[src/rtl/pipe_stage_chain.sv]
// Purpose: elastic pipeline-register chain (DEPTH stages of WIDTH-bit payload + valid).
// Latency: DEPTH-1 cycles from acceptance into stage 0 to presentation on OutValid; 1 item/cycle.
// Backpressure: OutReady=0 stalls only stages that are full up to the output; bubbles collapse.
//
// Ports:
//   Clk, Rst                  clock, asynchronous active-low reset
//   InValid/InData/InReady    upstream valid/ready handshake into stage 0
//   OutValid/OutData/OutReady downstream valid/ready handshake from stage DEPTH-1
//   Flush                     drop every in-flight item and refuse input this cycle
//   KillMask                  bit i drops the item currently in stage i
//   Occupancy                 registered count of valid stages
//   StallCnt                  saturating count of cycles with OutValid=1 and OutReady=0
//
// Optional feature macro: PIPE_STALL_CNT_EN. When undefined StallCnt is tied to 0.

module pipe_stage_chain #(
  parameter int WIDTH = 32,
  parameter int DEPTH = 4,
  parameter int CNT_W = 32
) (
  input  logic                       Clk,
  input  logic                       Rst,
  input  logic                       InValid,
  input  logic [WIDTH-1:0]           InData,
  output logic                       InReady,
  output logic                       OutValid,
  output logic [WIDTH-1:0]           OutData,
  input  logic                       OutReady,
  input  logic                       Flush,
  input  logic [DEPTH-1:0]           KillMask,
  output logic [$clog2(DEPTH+1)-1:0] Occupancy,
  output logic [CNT_W-1:0]           StallCnt
);

  localparam int OCC_W = $clog2(DEPTH+1);

  logic [DEPTH-1:0] valid_q, valid_d;
  logic [WIDTH-1:0] data_q [DEPTH];
  logic [WIDTH-1:0] data_d [DEPTH];
  logic [OCC_W-1:0] occ_q, occ_d;
  logic [DEPTH-1:0] live;
  logic [DEPTH-1:0] rdy;

  always_comb begin
    // A killed item no longer occupies its slot, so it frees the stage
    // for the upstream item within the same cycle.
    live = valid_q & ~KillMask;

    // A stage can load when it is empty or its occupant moves on; this
    // ripples back from the output, which is what squeezes out bubbles.
    rdy = '0;
    rdy[DEPTH-1] = !live[DEPTH-1] | OutReady;
    for (int i = DEPTH-2; i >= 0; i--) begin
      rdy[i] = !live[i] | rdy[i+1];
    end

    valid_d = valid_q;
    data_d  = data_q;
    if (Flush) begin
      valid_d = '0;
    end else begin
      if (rdy[0]) begin
        valid_d[0] = InValid;
        if (InValid) begin
          data_d[0] = InData;
        end
      end
      for (int i = 1; i < DEPTH; i++) begin
        if (rdy[i]) begin
          valid_d[i] = live[i-1];
          // Data only moves with a live item; a bubble leaves the old word.
          if (live[i-1]) begin
            data_d[i] = data_q[i-1];
          end
        end
      end
    end

    occ_d = '0;
    for (int i = 0; i < DEPTH; i++) begin
      occ_d = occ_d + OCC_W'(valid_d[i]);
    end
  end

  always_ff @(posedge Clk or negedge Rst) begin
    if (!Rst) begin
      valid_q <= '0;
      occ_q   <= '0;
      for (int i = 0; i < DEPTH; i++) begin
        data_q[i] <= '0;
      end
    end else begin
      valid_q <= valid_d;
      occ_q   <= occ_d;
      for (int i = 0; i < DEPTH; i++) begin
        data_q[i] <= data_d[i];
      end
    end
  end

  // Gated by Rst so nothing is offered acceptance while reset is held.
  assign InReady   = Rst & rdy[0] & !Flush;
  assign OutValid  = live[DEPTH-1];
  assign OutData   = data_q[DEPTH-1];
  assign Occupancy = occ_q;

`ifdef PIPE_STALL_CNT_EN
  logic [CNT_W-1:0] stall_cnt_q, stall_cnt_d;

  always_comb begin
    stall_cnt_d = stall_cnt_q;
    // Saturates rather than wrapping; Flush intentionally leaves it alone.
    if (live[DEPTH-1] && !OutReady && (stall_cnt_q != '1)) begin
      stall_cnt_d = stall_cnt_q + CNT_W'(1);
    end
  end

  always_ff @(posedge Clk or negedge Rst) begin
    if (!Rst) begin
      stall_cnt_q <= '0;
    end else begin
      stall_cnt_q <= stall_cnt_d;
    end
  end

  assign StallCnt = stall_cnt_q;
`else
  assign StallCnt = '0;
`endif

endmodule

[config.mk]
export PLATFORM = sky130hd
export DESIGN_NAME = pipe_stage_chain
export DESIGN_NICKNAME = d
export VERILOG_FILES = /design/src/rtl/pipe_stage_chain.sv
export SDC_FILE = /design/constraint.sdc
export NUM_CORES = 1
export LEC_CHECK = 0
export ABC_AREA = 1
export CORE_MARGIN = 1
export CORE_UTILIZATION = 38
export CTS_BUF_LIST = sky130_fd_sc_hd__clkbuf_8
export CTS_CLUSTER_SIZE = 16
export DETAILED_ROUTE_END_ITERATION = 8
export HOLD_SLACK_MARGIN = 0.05
export SLEW_MARGIN = 20
export SYNTH_ARGS = -nofsm -noshare
export SYNTH_HDL_FRONTEND = slang
export SYNTH_SLANG_ARGS = --single-unit
[constraint.sdc]
create_clock -name Clk -period 2.9 [get_ports Clk]
set_input_delay 0.435 -clock Clk [delete_from_list [all_inputs] [get_ports Clk]]
set_output_delay 0.435 -clock Clk [all_outputs]
set_load 0.03 [all_outputs]
# Word-level counts from Yosys, hierarchy flattened
# Cells that the tools add are included.
[classes] n_div=0 add_sub_neg=3 mul=0 n_shift=0 reduce_logical=9 muxes=5 order_cmp=0 n_eq_ne=0 bitwise=9
[ops] op="AND reduction 3 bit" n=4
[ops] op="logical NOT 1 bit" n=5
[ops] op="bitwise AND 4 bit" n=1
[ops] op="two-way mux 1 bit" n=4
[ops] op="two-way mux 4 bit" n=1
[ops] op="NOT 4 bit" n=1
[ops] op="OR 1 bit" n=4
[ops] op="adder 2 x 1 -> 3 bit" n=1
[ops] op="adder 3 x 1 -> 3 bit" n=1
[ops] op="adder 1 x 1 -> 2 bit" n=1
[ops] op="bitwise AND 1 bit" n=2
[ops] op="NOT 1 bit" n=1
[word_totals] latch_bits=0 reg_bits=135 inputBits=41 ramBits=0 wordCells=32 n_memories=0 rom_bits=0

# Logic depth before layout (Yosys ltp)
[logic_depth] depth_word=12 mapped_depth=11 depth_no_buf=11

# Least setup slack after synthesis
# OpenSTA, ideal clock, no wires.
[synth_timing] path_kind="input to register" from="input KillMask[2]" to="register occ_q[1] (netlist: Occupancy[1])" path_buffers=0 setup_slack_ns=0.744 required_time_ns=2.774 arrival_ns=2.030 setup_time_ns=0.126 stages=10 cell_sequence="nor2_4 > inv_2 > nor2_4 > nand2_2 > a21oi_1 > inv_1 > fa_1 > inv_1 > ha_1 > ha_1"
[synth_via] elab_cells_between_ends=14 cone_classes="add/sub: 3; mux: 5; bitwise: 5; reduce/logical: 1"
[synth_rtl] element="from (decl)" line_no="30" rtl="input logic [DEPTH-1:0] KillMask,"
[synth_rtl] element="NOT 4 bit" line_no="47" rtl="live = valid_q & ~KillMask;"
[synth_rtl] element="bitwise AND 4 bit" line_no="47"
[synth_rtl] element="logical NOT 1 bit" line_no="54" rtl="rdy[i] = !live[i] | rdy[i+1];"
[synth_rtl] element="OR 1 bit (2 in a row)" line_no="54"
[synth_rtl] element="two-way mux 1 bit" line_no="69" rtl="if (rdy[i]) begin"
[synth_rtl] element="two-way mux 4 bit" line_no="59" rtl="if (Flush) begin"
[synth_rtl] element="named net valid_d[1]" line_no="37" rtl="logic [DEPTH-1:0] valid_q, valid_d;"
[synth_rtl] element="adder 1 x 1 -> 2 bit" line_no="81" rtl="occ_d = occ_d + OCC_W'(valid_d[i]);"
[synth_rtl] element="adder 2 x 1 -> 3 bit" line_no="81"
[synth_rtl] element="adder 3 x 1 -> 3 bit" line_no="81"
[synth_rtl] element="named net occ_d[1]" line_no="40" rtl="logic [OCC_W-1:0] occ_q, occ_d;"
[synth_rtl] element="to (signal assigned)" line_no="88" rtl="occ_q <= '0;"
[synth_rtl] element="to (signal assigned)" line_no="94" rtl="occ_q <= occ_d;"
[synth_rtl] element="to (decl)" line_no="40"
# The timed path passes the listed nets, and every way through them passes these cells.
# A chain may end at the register's enable or synchronous reset.

# Worst setup path after layout
[layout_timing] from="input KillMask[3]" to="output InReady"
[layout_via] elab_chain_len=9
[layout_lines] element="NOT 4 bit" line_no="47"
[layout_lines] element="bitwise AND 4 bit" line_no="47"
[layout_lines] element="logical NOT 1 bit" line_no="52" rtl="rdy[DEPTH-1] = !live[DEPTH-1] | OutReady;"
[layout_lines] element="OR 1 bit" line_no="52"
[layout_lines] element="OR 1 bit (3 in a row)" line_no="54"
[layout_lines] element="bitwise AND 1 bit (2 in a row)" line_no="102" rtl="assign InReady = Rst & rdy[0] & !Flush;"
[layout_lines] element="to (decl)" line_no="25" rtl="output logic InReady,"
# Every way passes these cells.

==> results.ini <==
[timing]
tightest_slew_ns = 0.9504
fmax_mhz = 392.4
clock_skew_ns = 0.009205
rsz0062_at_grt = no
finalSetupTns_ns = 0
fin_crit_sh_pct = 87.87
whs_ns = 0.1194
final.min_clock_period_ns = 2.548
slew_headroom_pct = 36.64
worst_slack_ns = 0.3518
setup_viol = 0
final_max_slew_viol_count = 0
final_hold_viol_count = 0

[drt]
ant_nets = 0
drc = 0
first_pass_iters = 4
initialDrtViolationCount = 243
vias = 4088
wirelength_um = 11180
viasPerCell = 4.434
post_drt_wl_per_cell_um = 12.12

[place]
place_ws_ns = 0.1440
placed_cells = 892
hpwl_um = 8231
dpl_cell_area_um2 = 6536
numPortBuffers = 77
place_congestion = 0.7323

[hold_path]
min_path_type = in2async

[cells_and_area]
final_common_cell = nand2_1
layout_common_cells = 258 x nand2_1, 135 x dfrtp_1, 128 x nand3_1, 76 x clkdlybuf4s50_1, 32 x conb_1
area_growth_pct = 14.05
layout-drive-gt1-share_pct = 7.595
nFillCells = 1557
utilization_pct = 44.71
stdcell_area_um2 = 6847
antennaDiodeCount = 0
nets = 744
finalNonFillerCells = 922

[cts]
clock_sinks = 135
cts_tree = yes
cts_buffers = 17
clockRootBuffer = clkbuf_8
cts.clk_slew.worst_paths_ns = 0.07
ctsHoldBuffers = 0
clock_latency_ns = 0.43
cts_resized = 0
cts-htree-levels = 4
post_cts_buffers = 0
clockBufferDepth = 2

[power_and_ir_drop]
total_power_mw = 3.910
powerDensity_nw_per_um2 = 571.1
p_leak_nw = 3.633
ir_worst_vdd_v = 0.0002878

[worst_setup_path]
max_stage_delay_ns = 0.59
start_kind = input port
critical_path_class = in2out
crit_slowest_cell = clkdlybuf4s50_1
path_cells = clkdlybuf4s50_1 -> inv_2 -> nand2_1 -> nor2_2 -> nand4_4 -> nand3b_1 -> inv_1 -> clkdlybuf4s50_1
cp_max_fo = 3
path_buf_inv = 4
path_common_cell = clkdlybuf4s50_1
cp.required_ns = 2.47
end_kind = output pin
critPathTopFamily = buffers and inverters
crit_arrival_ns = 2.11

[global_route]
grt_pass1_vias = 4023
grt-ovfl-total = 0
grt_pass1_wl_um = 19350
grt_max_degree = 81
antenna_found_initial = 0
grt_usage_pct = 15.07

[yosys]
syn_avg_cell_area_um2 = 9.068
ys_seq_area_share_pct = 56.27
synthSimpleGateAreaFrac_pct = 29.72
synthAdderAreaFrac_pct = 0.7503
yosysWarningCount = 0
synth.distinct_cells = 22
synth_xor_area_share_pct = 0
syn_area_um2 = 6003
ys_ff_latch = 135
synth_top_family_by_area = simple AND/OR/NAND/NOR gates
synth-compound-area-share_pct = 0.3752
yosysTopAreaCell = dfrtp_1
syn_inst = 662
netlist_top_cells_area = dfrtp_1 56%, nand2_1 16%, nand3_1 11%
synth_top_area_share_pct = 56.27
muxShareOfSynthArea_pct = 0

[run]
max_cap_viol_count = 0

[floorplan]
die_area_um2 = 16300
start_util_pct = 39.20
io_pins = 110
die_h_um = 127.7
core_area_um2 = 15310
num_rows = 45
die_x_um = 127.7

[status]
status = finished clean

==> cell type report <==
| class | instances | area [um^2] | area share (%) |
|---|---|---|---|
| clock buffers | 19 | 261.5 | 3.819 |
| clock inverters | 11 | 48.80 | 0.7127 |
| inverters | 16 | 60.06 | 0.8772 |
| multi-input cells | 441 | 1972 | 28.80 |
| flip-flops and latches | 135 | 3378 | 49.34 |
| well taps | 211 | 264.0 | 3.856 |
| repair buffers | 89 | 862.1 | 12.59 |
==> sequential cells by signal, summed over array words and instances, names as in the netlist <==
register and cells:
data_q 96, valid_q 4, Occupancy 3, OutData 32
==> metal layers <==
layer / routed length [um] / track usage, % / up-vias / part of all wire, %
met1: 5588 / 20.90 / 1896 / 50
met4: 136 / 6.851 / 0 / 1.2
met5: 0 / 0 / - / 0
met2: 4882 / 22.15 / 98 / 44
li1: - / - / 2083 / -
met3: 570 / 4.007 / 11 / 5.1
==> power by group <==
part,switching (mW),leakage (nW),total (mW),internal (mW)
registers,0.137,1.78,2.25,2.11
logic,0.267,1.66,0.433,0.167
clock network,0.630,0.186,1.23,0.598
==> logic make-up (layout without fill, tap and decap cells) <==
kind of cell	Yosys count	after routing
buf+inv	117	135
simple gates	402	402
other cells	1	32
compound gates	4	4
flops	135	135
fa+ha+maj	3	3
==> final timing paths <==
kind,from,endpoint,slack [ns],cells past startpoint
worst max-delay path,KillMask[3],InReady,0.35,8
max in group asynchronous,Rst,OutData[19]$_DFFE_PN0P_,1.36,3
min in group Clk,data_q[68]$_DFFE_PN0P_,data_q[68]$_DFFE_PN0P_,0.47,2
worst max register to register,valid_q[3]$_DFF_PN0_,Occupancy[1]$_DFF_PN0_,0.65,9
worst min register to register,data_q[68]$_DFFE_PN0P_,data_q[68]$_DFFE_PN0P_,0.47,2
worst min-delay path,Rst,OutData[7]$_DFFE_PN0P_,0.12,2
==> synth_stat cells <==
library cell  count
buf_1             1
nor2_2            1
fa_1              1
nor2_4            8
buf_2            21
conb_1            1
dfrtp_1         135
a21oi_1           3
o21bai_1          1
nand3b_1          1
nand2_2           3
buf_6             7
nand4_4           1
inv_2             3
clkbuf_1          5
buf_4            67
nand2_1         258
nand2_4           1
inv_1            13
nand3_1         128
ha_1              2
nand3b_4          1
Power figures use the tool's default switching activity.
